### config.mk
export PLATFORM = sky130hd
export DESIGN_NAME = mac_scheduler
export DESIGN_NICKNAME = d
export VERILOG_FILES = /design/src/rtl/nnfc_pkg.sv /design/src/rtl/lane_seq.sv /design/src/rtl/mac_scheduler.sv
export SDC_FILE = /design/constraint.sdc
export NUM_CORES = 1
export LEC_CHECK = 0
export ABC_AREA = 1
export CAP_MARGIN = 40
export CORE_MARGIN = 2
export CORE_UTILIZATION = 25
export CTS_CLUSTER_DIAMETER = 100
export DETAILED_ROUTE_END_ITERATION = 7
export DONT_BUFFER_PORTS = 1
export GPL_ROUTABILITY_DRIVEN = 0
export PLACE_DENSITY = 0.41
export SKIP_CTS_REPAIR_TIMING = 1
export SYNTH_ARGS = -nofsm -noshare
export SYNTH_HDL_FRONTEND = slang
export SYNTH_SLANG_ARGS = --single-unit
### constraint.sdc
create_clock -name clk -period 3 [get_ports clk]
set_input_delay 0.3 -clock clk [delete_from_list [all_inputs] [get_ports clk]]
set_output_delay 0.3 -clock clk [all_outputs]
set_load 0.005 [all_outputs]
### src/rtl/nnfc_pkg.sv
`default_nettype none
// ============================================================================
// Module      : nnfc_pkg
// Description : Shared types and sizing constants for the NN feature core.
// Revision    : 1.0 - initial release
// ============================================================================
package nnfc_pkg;

    localparam int NNFC_LANES     = 4;
    localparam int NNFC_MAC_CNT_W = 10;

    typedef enum logic [2:0] {
        IDLE  = 3'd0,
        CLEAR = 3'd1,
        RUN   = 3'd2,
        DRAIN = 3'd3,
        HOLD  = 3'd4
    } sched_state_t;

endpackage
`default_nettype wire

### src/rtl/lane_seq.sv
`default_nettype none
// ============================================================================
// Module      : lane_seq
// Description : Per-lane pop down-counter, FIFO pop and delayed MAC enable.
// Revision    : 1.0 - initial release
// ============================================================================
module lane_seq
    import nnfc_pkg::*;
#(
    parameter int CNT_W = NNFC_MAC_CNT_W
) (
    input  logic             clk,
    input  logic             rst,
    input  logic             i_load,
    input  logic [CNT_W-1:0] i_load_val,
    input  logic             i_run,
    input  logic             i_empty,
    input  logic             i_clear,
    output logic             o_rd_en,
    output logic             o_mac_en,
    output logic             o_zero
);

    logic [CNT_W-1:0] r_cnt;
    logic             r_mac_en;

    assign o_zero   = (r_cnt == '0);
    assign o_rd_en  = i_run & ~i_empty & ~o_zero;
    assign o_mac_en = r_mac_en;

    // MAC follows the pop by one cycle to match the FIFO read latency.
    always_ff @(posedge clk or negedge rst) begin
        if (!rst) begin
            r_cnt    <= '0;
            r_mac_en <= 1'b0;
        end else begin
            r_mac_en <= o_rd_en & ~i_clear;
            if (i_clear) begin
                r_cnt <= '0;
            end else if (i_load) begin
                r_cnt <= i_load_val;
            end else if (o_rd_en) begin
                r_cnt <= r_cnt - 1'b1;
            end
        end
    end

endmodule
`default_nettype wire

### src/rtl/mac_scheduler.sv
`default_nettype none
// ============================================================================
// Module      : mac_scheduler
// Description : Sequences per-lane FIFO pops and MAC enables for one
//               accumulation run, then holds results until acknowledged.
// Revision    : 1.0 - initial release
// ============================================================================
module mac_scheduler
    import nnfc_pkg::*;
#(
    parameter int LANES = NNFC_LANES,
    parameter int CNT_W = NNFC_MAC_CNT_W
) (
    input  logic             clk,
    input  logic             rst,
    input  logic             start,
    input  logic             abort,
    input  logic [CNT_W-1:0] mac_len,
    input  logic [LANES-1:0] lane_mask,
    input  logic [LANES-1:0] empty,
    input  logic             res_ack,
    output logic [LANES-1:0] rd_en,
    output logic [LANES-1:0] mac_en,
    output logic [LANES-1:0] acc_clr,
    output logic             busy,
    output logic             res_valid,
    output logic             done
);

    sched_state_t     r_state;
    sched_state_t     w_next_state;
    logic [LANES-1:0] r_mask_q;
    logic [LANES-1:0] r_acc_clr;
    logic             r_res_valid;
    logic             r_done;
    logic [LANES-1:0] w_zero;
    logic             w_accept;
    logic             w_abort;
    logic             w_run;
    logic             w_all_zero;

    assign w_accept   = (r_state == IDLE) & start;
    assign w_abort    = abort & (r_state != IDLE);
    assign w_run      = (r_state == RUN) & ~abort;
    assign w_all_zero = &w_zero;

    assign acc_clr   = r_acc_clr;
    assign busy      = (r_state != IDLE);
    assign res_valid = r_res_valid;
    assign done      = r_done;

    generate
        for (genvar gi = 0; gi < LANES; gi++) begin : g_lane
            lane_seq #(
                .CNT_W (CNT_W)
            ) u_lane_seq (
                .clk        (clk),
                .rst        (rst),
                .i_load     (w_accept),
                .i_load_val (lane_mask[gi] ? mac_len : '0),
                .i_run      (w_run & r_mask_q[gi]),
                .i_empty    (empty[gi]),
                .i_clear    (w_abort),
                .o_rd_en    (rd_en[gi]),
                .o_mac_en   (mac_en[gi]),
                .o_zero     (w_zero[gi])
            );
        end
    endgenerate

    always_ff @(posedge clk or negedge rst) begin
        if (!rst) begin
            r_state <= IDLE;
        end else begin
            r_state <= w_next_state;
        end
    end

    // Abort overrides every other transition, including the HOLD ack.
    always_comb begin
        w_next_state = r_state;
        case (r_state)
            IDLE:    if (start) w_next_state = CLEAR;
            CLEAR:   w_next_state = RUN;
            RUN:     if (w_all_zero) w_next_state = DRAIN;
            DRAIN:   w_next_state = HOLD;
            HOLD:    if (res_ack) w_next_state = IDLE;
            default: w_next_state = IDLE;
        endcase
        if (w_abort) begin
            w_next_state = IDLE;
        end
    end

    always_ff @(posedge clk or negedge rst) begin
        if (!rst) begin
            r_mask_q    <= '0;
            r_acc_clr   <= '0;
            r_res_valid <= 1'b0;
            r_done      <= 1'b0;
        end else begin
            if (w_accept) begin
                r_mask_q <= lane_mask;
            end
            r_acc_clr   <= w_accept ? lane_mask : '0;
            r_res_valid <= (w_next_state == HOLD);
            r_done      <= (r_state == HOLD) & res_ack & ~w_abort;
        end
    end

endmodule
`default_nettype wire
Word-level counts from Yosys, hierarchy flattened
Cells that the tools add are included.

Equality and inequality tests: 5. Bitwise logic cells: 31. $add $sub $neg: 4. Reductions and logical operators: 11. Muxes and demuxes: 22.

Operators by type and width (number): $mux 10 (16); $logic_not 10->1 (4); $sub 10x1->10 const B (4); $and 1x1->1 (21); $pmux 3 s5 (1); $reduce_bool 3->1 (5); $mux 3 (4); $not 1->1 (10); $eq 3x2->1 const B (2); $eq 3x3->1 const B (2); $mux 4 (1); $reduce_and 4->1 (1); $eq 3x1->1 const B (1); $logic_not 3->1 (1).

Input bits: 23. Register bits: 57.

Logic depth before layout (Yosys ltp)
Word-level depth: 8. Mapped depth: 10. Depth with buffers taken out: 10.

Cells and area by module
A second synthesis with hierarchy kept.

Cell total of the unflattened synthesis: 643. Area, all modules: 4314.1 um2.

By module, submodules not included: lane_seq (seq. area each 275.3 um2, cells an instance 124, area each 855.8 um2, instances 4); mac_scheduler (seq. area each 325.3 um2, cells an instance 147, area each 890.9 um2, instances 1).

Worst setup path after synthesis
OpenSTA, ideal clock, no wires.

Kind: reg-to-output. From: register g_lane[3].u_lane_seq.r_cnt[0]. To: output port rd_en[3]. Data arrival time: 1.337 ns. Path buffers: 2. Slack: 1.363 ns. Data required time: 2.700 ns. Stages on the path, launching flop included: 10. Path through: dfrtp_1 -> inv_1 -> ha_1 -> nand2_1 -> nor2_1 -> nand2_1 -> nand2_1 -> buf_2 -> inv_1 -> buf_4.

Word-level cells in the longest chain between the ends: 3.

Ends and longest elaborated chain: start, declared (line lane_seq.sv:24) `logic [CNT_W-1:0] r_cnt;`; start signal, assigned (line lane_seq.sv:41) `r_cnt <= i_load_val;`; start signal, assigned (line lane_seq.sv:43) `r_cnt <= r_cnt - 1'b1;`; $logic_not 10->1 (line lane_seq.sv:27) `assign o_zero = (r_cnt == '0);`; $not 1->1 (line lane_seq.sv:28) `assign o_rd_en = i_run & ~i_empty & ~o_zero;`; $and 1x1->1 (line lane_seq.sv:28); end, declared (line mac_scheduler.sv:22) `output logic [LANES-1:0] rd_en,`.

Every way passes these cells.

Worst setup path in the final report
Ends and elaborated chain as after synthesis.

==> impl_results.md <==
* Outcome: completed
* Post-synthesis adder-cell area fraction at 0.0261
* Post-DP HPWL at 8020 µm
* Global-route wire length before repair at 18700 µm
* Sink Count at 57
* CP Data Arrival Time at between 1.5 and 2 ns
* Num ports at 38
* Syn avg cell area at 6.77 µm²
* TritonCTS clock tree: yes
* Vias in the first global route at 3469
* MaxCap Viol Count at 0
* Power Dens Cells at 1030 nW/µm²
* Mux cell area share after synthesis at 0
* Crit share post-route at 0.726
* Asr flop ratio synth at 1.00
* IO buf count at 0
* Max_slew headroom at 0.471
* Pre-CTS WS at 0.941 ns
* Nets at 591
* Top cell type's share of synthesized area at 0.372
* Area growth syn-to-layout at 10.6%
* Register area at 1430 µm²
* H-tree depth at 3
* Number of flops mapped to enable cells by yosys at 0
* Largest family of logic cells by synthesized area: simple AND/OR/NAND/NOR gates
* Cells after Synth at 566
* Number of distinct library cells after synthesis at 31
* CP max FO at 14
* Final Non-Filler Cells at 751
* Max-slew violations at 0
* CTS max path bufs at 2
* # diodes at 0
* Hold Vio Cnt, Final at 0
* WS Path Type: reg2out
* Syn nets at 597
* Post-synth top area cell: dfrtp_1
* Worst EP required at between 2 and 3 ns
* Mapped cell area at between 3000 and 4000 µm²
* Hold depth at 1
* Actual slew at the worst max-slew pin at 0.790 ns
* Final Power at 4.37 mW
* DR iter-0 viols at 192
* Synthesis-stage register bit count at 57
* Min Tclk post-route at 2.18 ns
* CORE AREA at approximately 15000 µm²
* Inst Count DP at 735
* Total Routed Length at 11500 µm
* Clock power share at 0.215
* Final Util at 0.281
* Most used cell, CP: nand2_1
* Main synth FF type: dfrtp_1
* Tightest Hold Check Type: in2reg
* Die Width at ~130 µm
* Via Count at roughly 3.4k
* Fin Hold WS at 0.0378 ns
* Setup tns final at 0 ns
* CP Launch Type: register
* Top cells by area, synth: dfrtp_1 (37%), nand2_1 (19%), nand3_1 (9.1%)
* Crit. End Element: primary output
* DRC viols at 0
* Vias per std cell at 4.57
* Combinational Power Share at 0.492
* Root Buffer: clkbuf_16
* YS warnings at 0
* Largest net degree at the start of global routing at 58
* ANT nets after route at 0
* Worst r2r path cells at 7
* Clock skew at 0.00737 ns
* Xor/xnor share of the synthesized area at 0.0160
* Fraction of the mapped netlist area in simple logic gates at 0.377
* Compound-gate portion of the synthesized area at 0.0943
* Total CTS buffers at 9
* Worst vdd ir at 0.354 mV
* Row cnt at 45
* Final setup fails at 0
* Area of the multi-input gates at 1970 µm²
* Starting Density at 0.254
* DIE AREA at 16300 µm²
* Highest clock rate at ~460 MHz
* Later-pin clock latency in the skew report at 0.33 ns
* Flop pwr share at 0.293
* Die height at 128 µm
* Drt pass-1 iters at 4
* CP max stage cell: nand2_1
* RSZ-0062 raised after global routing: no
* Grt ovf at 0
* Antenna violations before repair at 0
* Switching power at 1.99 mW
* Final worst setup slack at a little over 0.8 ns
* Share of layout cells above drive strength 1 at 0.0622
* Leakage at 2.30 nW
* Crit path largest cell delay at 0.45 ns
* Pint at 2.38 mW
* Sequential fraction of the synthesis area at 0.372
* GRT Overall Usage at 0.150
* Routed len/inst at between 15 and 20 µm
* Filler cell count at 1674
* CP cell instances: inv_1 -> ha_1 -> nand2_1 -> nor2_1 -> nand2_1 -> nand2_1 -> inv_1
* Final Instance Area at 4240 µm²
* Clock-pin slew on the worst setup and hold paths at 0.05 ns
* Switching part of the total power at 0.456
* Placed instance area at 3940 µm²
[worst max-delay path: cells and delay by family, from the launching register on]
| kind | cells | cell delay [ns] |
|---|---|---|
| AND/OR/NAND/NOR | 4 | 0.70 |
| flip-flops | 1 | 0.41 |
| buffers and inverters | 2 | 0.27 |
| adder cells (fa/ha/maj) | 1 | 0.17 |
[cells in the final DEF (no fill, tap or decap), drive strengths merged, types with 3 or more instances in the layout]
cell type,Yosys,routed
clkbuf,0,14
nand3,72,72
o21ai,31,31
ha,8,8
o22ai,3,3
nand2,197,197
xor2,7,7
a21oi,7,7
a22oi,12,12
nor2,64,64
inv,79,79
dfrtp,57,57
[power groups by stage]
stage | logic [mW] | registers [mW] | clock network, mW
floorplan | 1.76 | 1.22 | 0
global placement | 2.14 | 1.29 | 0
detailed placement | 2.14 | 1.29 | 0
CTS | 2.15 | 1.28 | 0.975
global route | 2.53 | 1.32 | 1.01
finish | 2.15 | 1.28 | 0.940
[cell type report]
type | instances | area share
Sequential cell | 57 | 0.336
Tap cell | 188 | 0.0555
Timing Repair Buffer | 3 | 0.0106
Multi-Input combinational cell | 410 | 0.465
Clock buffer | 14 | 0.0623
Inverter | 79 | 0.0705
[path summary, 6_finish.rpt]
check                                                          start  slack [ns]                                   endpoint
setup / recovery           g_lane[3].u_lane_seq.r_cnt[0]$_DFFE_PN0P_        0.82                                   rd_en[3]
hold reg to reg                              r_mask_q[2]$_DFFE_PN0P_        0.47                    r_mask_q[2]$_DFFE_PN0P_
hold / removal                                                 abort        0.04                             done$_DFF_PN0_
min in group asynchronous                                        rst        0.50    g_lane[1].u_lane_seq.o_mac_en$_DFF_PN0_
setup reg to reg                                r_state[1]$_DFF_PN0_        1.02  g_lane[1].u_lane_seq.r_cnt[3]$_DFFE_PN0P_
max in group asynchronous                                        rst        2.22  g_lane[0].u_lane_seq.r_cnt[4]$_DFFE_PN0P_
[registers in the layout, indices dropped and copies added (netlist names)]
signal,count
acc_clr,4
done,1
g_lane.u_lane_seq.o_mac_en,4
g_lane.u_lane_seq.r_cnt,40
r_mask_q,4
r_state,3
res_valid,1
[cells in the mapped netlist (2+ instances only)]
cell	instances
nand2_1	193
inv_1	74
nand3_1	70
nor2_1	58
dfrtp_1	57
o21ai_0	22
a22oi_1	12
buf_2	9
o21ai_1	9
buf_4	8
ha_1	8
xor2_1	7
inv_2	4
nand2_2	4
nor2_4	4
a21oi_1	3
buf_6	3
o22ai_1	3
a21oi_2	2
a21oi_4	2
a221oi_1	2
nor3_1	2
o21bai_1	2
[cells by family after synthesis]
kind of cell,count (synthesis)
fa+ha+maj,8
flops,57
buf+inv,99
xor+xnor,7
simple gates,338
compound gates,57
[per-layer routing]
metal	vias up	GRT usage	wire length, µm
met5	-	0	0
met4	0	0.0440	206
met3	16	0.0547	713
met2	60	0.245	5240
met1	1593	0.187	5340
li1	1762	-	-
No activity file was read; power rests on OpenSTA's default activity.
